[src/rtl/seg7_scan_driver.sv]
// Time-multiplexed N-digit common-anode 7-segment driver with frame-coherent
// input capture, leading-zero blanking, PWM brightness and a dead clock per digit change.
module seg7_scan_driver #(
    parameter int unsigned DIGITS   = 4,
    parameter int unsigned DIV      = 1000,
    parameter int unsigned BRIGHT_W = 2
) (
    input  logic                  CLK,
    input  logic                  nRST,
    input  logic [4*DIGITS-1:0]   DIN,
    input  logic [DIGITS-1:0]     EN,
    input  logic [DIGITS-1:0]     DOT,
    input  logic                  LZB,
    input  logic [BRIGHT_W-1:0]   BRIGHT,
    output logic [7:0]            nHEX,
    output logic [DIGITS-1:0]     nDIG,
    output logic                  FRAME
);

    localparam int unsigned PRE_W = $clog2(DIV);
    localparam int unsigned IDX_W = (DIGITS > 1) ? $clog2(DIGITS) : 1;
    localparam logic [PRE_W-1:0] PRE_MAX = PRE_W'(DIV - 1);
    localparam logic [IDX_W-1:0] IDX_MAX = IDX_W'(DIGITS - 1);

    logic [PRE_W-1:0]    r_pre;
    logic [BRIGHT_W-1:0] r_ph;
    logic [IDX_W-1:0]    r_idx;
    logic [4*DIGITS-1:0] r_din;
    logic [DIGITS-1:0]   r_en;
    logic [DIGITS-1:0]   r_dot;
    logic                r_lzb;
    logic                r_run;

    logic                w_pre_wrap;
    logic                w_ph_wrap;
    logic                w_frame_end;
    logic                w_dead;
    logic                w_carry;
    logic [DIGITS-1:0]   w_sup;
    logic [3:0]          w_nib;
    logic                w_sel_en;
    logic                w_sel_dot;
    logic                w_sel_sup;
    logic                w_on;
    logic [7:0]          w_hex;
    logic [DIGITS-1:0]   w_dig;

    function automatic logic [7:0] font(input logic [3:0] n);
        logic [7:0] f;
        case (n)
            4'h0: f = 8'hC0;
            4'h1: f = 8'hF9;
            4'h2: f = 8'hA4;
            4'h3: f = 8'hB0;
            4'h4: f = 8'h99;
            4'h5: f = 8'h92;
            4'h6: f = 8'h82;
            4'h7: f = 8'hF8;
            4'h8: f = 8'h80;
            4'h9: f = 8'h90;
            4'hA: f = 8'h88;
            4'hB: f = 8'h83;
            4'hC: f = 8'hC6;
            4'hD: f = 8'hA1;
            4'hE: f = 8'h86;
            default: f = 8'h8E;
        endcase
        return f;
    endfunction

    // Counter chain wrap conditions
    always_comb begin
        w_pre_wrap  = (r_pre == PRE_MAX);
        w_ph_wrap   = w_pre_wrap && (r_ph == '1);
        w_frame_end = w_ph_wrap && (r_idx == IDX_MAX);
        w_dead      = (r_pre == '0) && (r_ph == '0);
    end

    // Leading-zero chain from the top digit down; a disabled digit counts as zero
    always_comb begin
        w_sup   = '0;
        w_carry = r_lzb;
        for (int i = int'(DIGITS) - 1; i >= 1; i--) begin
            w_carry  = w_carry && (!r_en[i] || ((r_din[4*i +: 4] == 4'h0) && !r_dot[i]));
            w_sup[i] = w_carry;
        end
    end

    always_comb begin
        w_nib     = 4'h0;
        w_sel_en  = 1'b0;
        w_sel_dot = 1'b0;
        w_sel_sup = 1'b0;
        for (int i = 0; i < int'(DIGITS); i++) begin
            if (r_idx == IDX_W'(i)) begin
                w_nib     = r_din[4*i +: 4];
                w_sel_en  = r_en[i];
                w_sel_dot = r_dot[i];
                w_sel_sup = w_sup[i];
            end
        end
        w_on  = !w_dead && (r_ph <= BRIGHT) && w_sel_en && !w_sel_sup;
        w_hex = w_on ? (font(w_nib) & {~w_sel_dot, 7'h7F}) : 8'hFF;
        w_dig = '1;
        for (int i = 0; i < int'(DIGITS); i++) begin
            w_dig[i] = !(w_on && (r_idx == IDX_W'(i)));
        end
    end

    always_ff @(posedge CLK or negedge nRST) begin
        if (!nRST) begin
            r_pre <= '0;
            r_ph  <= '0;
            r_idx <= '0;
            r_din <= '0;
            r_en  <= '0;
            r_dot <= '0;
            r_lzb <= 1'b0;
            r_run <= 1'b0;
            nHEX  <= 8'hFF;
            nDIG  <= '1;
            FRAME <= 1'b0;
        end else begin
            r_pre <= w_pre_wrap ? '0 : r_pre + PRE_W'(1);
            if (w_pre_wrap) begin
                r_ph <= r_ph + BRIGHT_W'(1);
            end
            if (w_ph_wrap) begin
                r_idx <= (r_idx == IDX_MAX) ? '0 : r_idx + IDX_W'(1);
            end
            // Snapshot taken on the last clock of a frame drives the whole next frame
            if (w_frame_end) begin
                r_din <= DIN;
                r_en  <= EN;
                r_dot <= DOT;
                r_lzb <= LZB;
                r_run <= 1'b1;
            end
            nHEX  <= w_hex;
            nDIG  <= w_dig;
            FRAME <= r_run && w_dead && (r_idx == '0);
        end
    end

endmodule
[config.mk]
export PLATFORM = sky130hd
export DESIGN_NAME = seg7_scan_driver
export DESIGN_NICKNAME = d
export VERILOG_FILES = /design/src/rtl/seg7_scan_driver.sv
export SDC_FILE = /design/constraint.sdc
export NUM_CORES = 1
export LEC_CHECK = 0
export CORE_MARGIN = 1
export CORE_UTILIZATION = 46
export DETAILED_ROUTE_END_ITERATION = 8
export PLACE_DENSITY = 0.78
export SKIP_CTS_REPAIR_TIMING = 1
export SYNTH_ARGS = -nofsm -noshare
export SYNTH_HDL_FRONTEND = slang
export SYNTH_SLANG_ARGS = --single-unit
[constraint.sdc]
create_clock -name CLK -period 2.27 [get_ports CLK]
set_input_delay 0.5675 -clock CLK [delete_from_list [all_inputs] [get_ports CLK]]
set_output_delay 0.5675 -clock CLK [all_outputs]
set_load 0.03 [all_outputs]
==> flow_metrics.py <==
metrics = {
    "placed_design": {
        "place_hpwl_um": 4004,
        "portBuffers": 41,
        "place.gp.congestion": 0.8345,
        "dpl-instance-area_um2": 3362,
    },
    "timing": {
        "timing.final.crit_share_pct": 96.02,
        "setup_viol": 0,
        "hold_viol": 0,
        "report.final.slew_viol_count": 0,
        "fin_skew_ns": 0.008857,
        "tightest_slew_ns": 0.5038,
        "rsz0062_at_grt": "yes",
        "fin_hold_ws_ns": 0.2212,
        "finalCriticalPeriod_ns": 2.180,
        "fmax_ghz": 0.4588,
        "slew_headroom_pct": 66.42,
    },
    "logic_synthesis": {
        "synth.most_common_cell": "dfrtp_1",
        "synth_seq_cells": 53,
        "synth.yosys.seq_area_share_pct": 48.97,
        "synthCells": 233,
        "synthesis.area_um2": 2739,
        "syn_avg_cell_area_um2": 11.75,
        "yosysWarnings": 0,
        "synth_common_cells": "dfrtp_1, mux2_2, ha_1",
        "synth_nets": 278,
        "ys_types": 52,
        "synth_edf_count": 0,
        "yosysTopAreaCellShare_pct": 37.46,
        "async_reset_ff_share_pct": 100.0,
        "synthFlopType": "dfrtp_1",
        "synth_area_leaders": "dfrtp_1, dfstp_2, mux2_2",
        "yosysTopAreaCell": "dfrtp_1",
    },
    "detailed_routing": {
        "num_vias": 1972,
        "drc": 0,
        "first_pass_iters": 4,
        "routedWlPerCell_um": 14.09,
        "drt_iter0_markers": 124,
        "routed_wl_um": 5158,
        "ant_nets": 0,
        "viasPerCell": 5.388,
    },
    "clock_tree": {
        "htreeDepth": 2,
        "cts_max_path_buffers": 2,
        "clock_latency_ns": 0.31,
        "root_buffer": "clkbuf_8",
        "cts_tree": "done",
        "cts_buffers": 5,
        "path_clk_slew_ns": 0.09,
        "cts.sinks": 53,
    },
    "grt": {
        "grt_max_degree": 32,
        "overflow": 0,
        "grt_pass1_vias": 1886,
        "antenna_found_initial": 0,
        "grt_first_pass_wirelength_um": 8838,
        "grtUsageTotal_pct": 18.06,
    },
    "worst_setup_path": {
        "worstPathArrival_ns": 2.41,
        "r2r-start": "r_idx[0]",
        "r2r_slack_ns": 0.09,
        "endpoint_kind": "register",
        "startpoint_type": "register",
        "path_max_fanout": 5,
        "reg2reg_to": "nHEX[0]",
        "reg2regPathDepth": 9,
        "critPathRequiredTime_ns": 2.50,
        "path_class": "reg2reg",
    },
    "power": {
        "p_sw_uw": 332.5,
        "vdd_ir_drop_max_mv": 0.3199,
        "switching_share_pct": 20.10,
        "p_comb_share_pct": 4.4,
        "pwr-share-clk_pct": 38.5,
        "p_per_area_nw_per_um2": 470.2,
        "p_int_uw": 1321,
        "p_seq_share_pct": 57.1,
        "p_leak_uw": 0.001542,
    },
    "floorplan": {
        "initial_core_util_pct": 48.84,
        "dieArea_um2": 6266,
        "die_w_um": 79.16,
        "chipHeight_um": 79.16,
        "rows": 27,
        "fp.coreArea_um2": 5608,
        "io_pins": 42,
    },
    "final_layout": {
        "regArea_um2": 1341,
        "multi_input_area_um2": 1335,
        "area_growth_pct": 28.41,
        "finish.instance_area_um2": 3517,
        "drive_above_1_share_pct": 28.91,
        "diodes": 0,
        "nNetsFinal": 338,
        "fillerInstances": 487,
        "final_core_util_pct": 62.72,
    },
    "run_status": {
        "status": "finished, final reports clean",
    },
    "min_path": {
        "hp-class": "in2async",
    },
    "run": {
        "cap_violations": 0,
    },
}
-- placed cells by master, fill, tap and decap left out, types with 6 or more instances in the layout --
cell / instances
nor2b_1: 6
inv_1: 10
buf_4: 14
clkdlybuf4s50_1: 40
nand3_1: 10
ha_1: 15
o21ai_0: 7
dfstp_2: 12
nand2_1: 15
mux2_2: 27
nor2_1: 13
dfrtp_1: 41
-- final cells by class --
cell class,count,area share (%)
clock buffers,5,1.957
repair buffers,59,16.79
multi-input cells,162,37.96
inverters,12,1.281
flip-flops and latches,53,38.14
well taps,72,2.561
clock inverters,3,1.316
-- metal layers --
layer  vias to the layer above  GRT usage, %  share of wire, %
met3                         4         4.253               4.7
met4                         0         3.818              0.78
met1                       962         24.35                44
met5                         -             0                 0
li1                        952             -                 -
met2                        54         29.57                51
-- sequential cells by signal, indices dropped and copies added (netlist names), 2 cells and up --
signal and cells:
r_dot 4, r_din 16, nHEX 8, r_pre 10
r_ph 2, r_idx 2, nDIG 4, r_en 4
-- metrics by stage --
stage / power, µW / setup WS, ns / std cells / setup TNS, ns
2_1_floorplan: 967.2 / 0.02491 / 233 / 0
3_3_place_gp: 1037 / -0.1909 / 354 / -1.709
3_5_place_dp: 1038 / -0.2212 / 354 / -2.017
4_1_cts: 1680 / 0.05775 / 362 / 0
5_1_grt: 1728 / -0.05567 / 366 / -0.1032
6_report: 1654 / 0.09038 / 366 / 0
-- power by group through the flow --
stage	sequential, µW	combinational [µW]	clock, µW
floorplan	963	4.73	0
global placement	962	75.1	0
detailed placement	962	75.6	0
CTS	945	75.7	659
global route	945	81.2	702
finish	945	73.0	636
-- how the worst max path moves through the flow --
stage / startpoint / to / slack, ns
after detailed placement: BRIGHT[1] / nHEX[6] / -0.22
after global placement: BRIGHT[1] / nHEX[6] / -0.19
after floorplan: r_idx[0] / nHEX[3] / 0.02
final: r_idx[0] / nHEX[0] / 0.09
after CTS: r_idx[0] / nHEX[4] / 0.06
after global routing: r_idx[0] / nHEX[0] / -0.06
-- cells by family after synthesis --
kind of cell | count (synthesis) | share of synthesized area, %
compound gates | 35 | 10.05
xor+xnor | 8 | 2.558
fa+ha+maj | 16 | 7.309
buf+inv | 19 | 3.563
flops | 53 | 48.97
mux | 29 | 12.01
simple gates | 73 | 15.53
-- critical path: stages (launching register included) --
cell	delay, ns
dfrtp_1	0.42
inv_1	0.08
ha_1	0.21
or2_0	0.23
buf_4	0.16
o221a_2	0.28
buf_4	0.15
ha_1	0.23
nor3_1	0.23
o31ai_1	0.12
No activity file was read; power rests on OpenSTA's default activity.
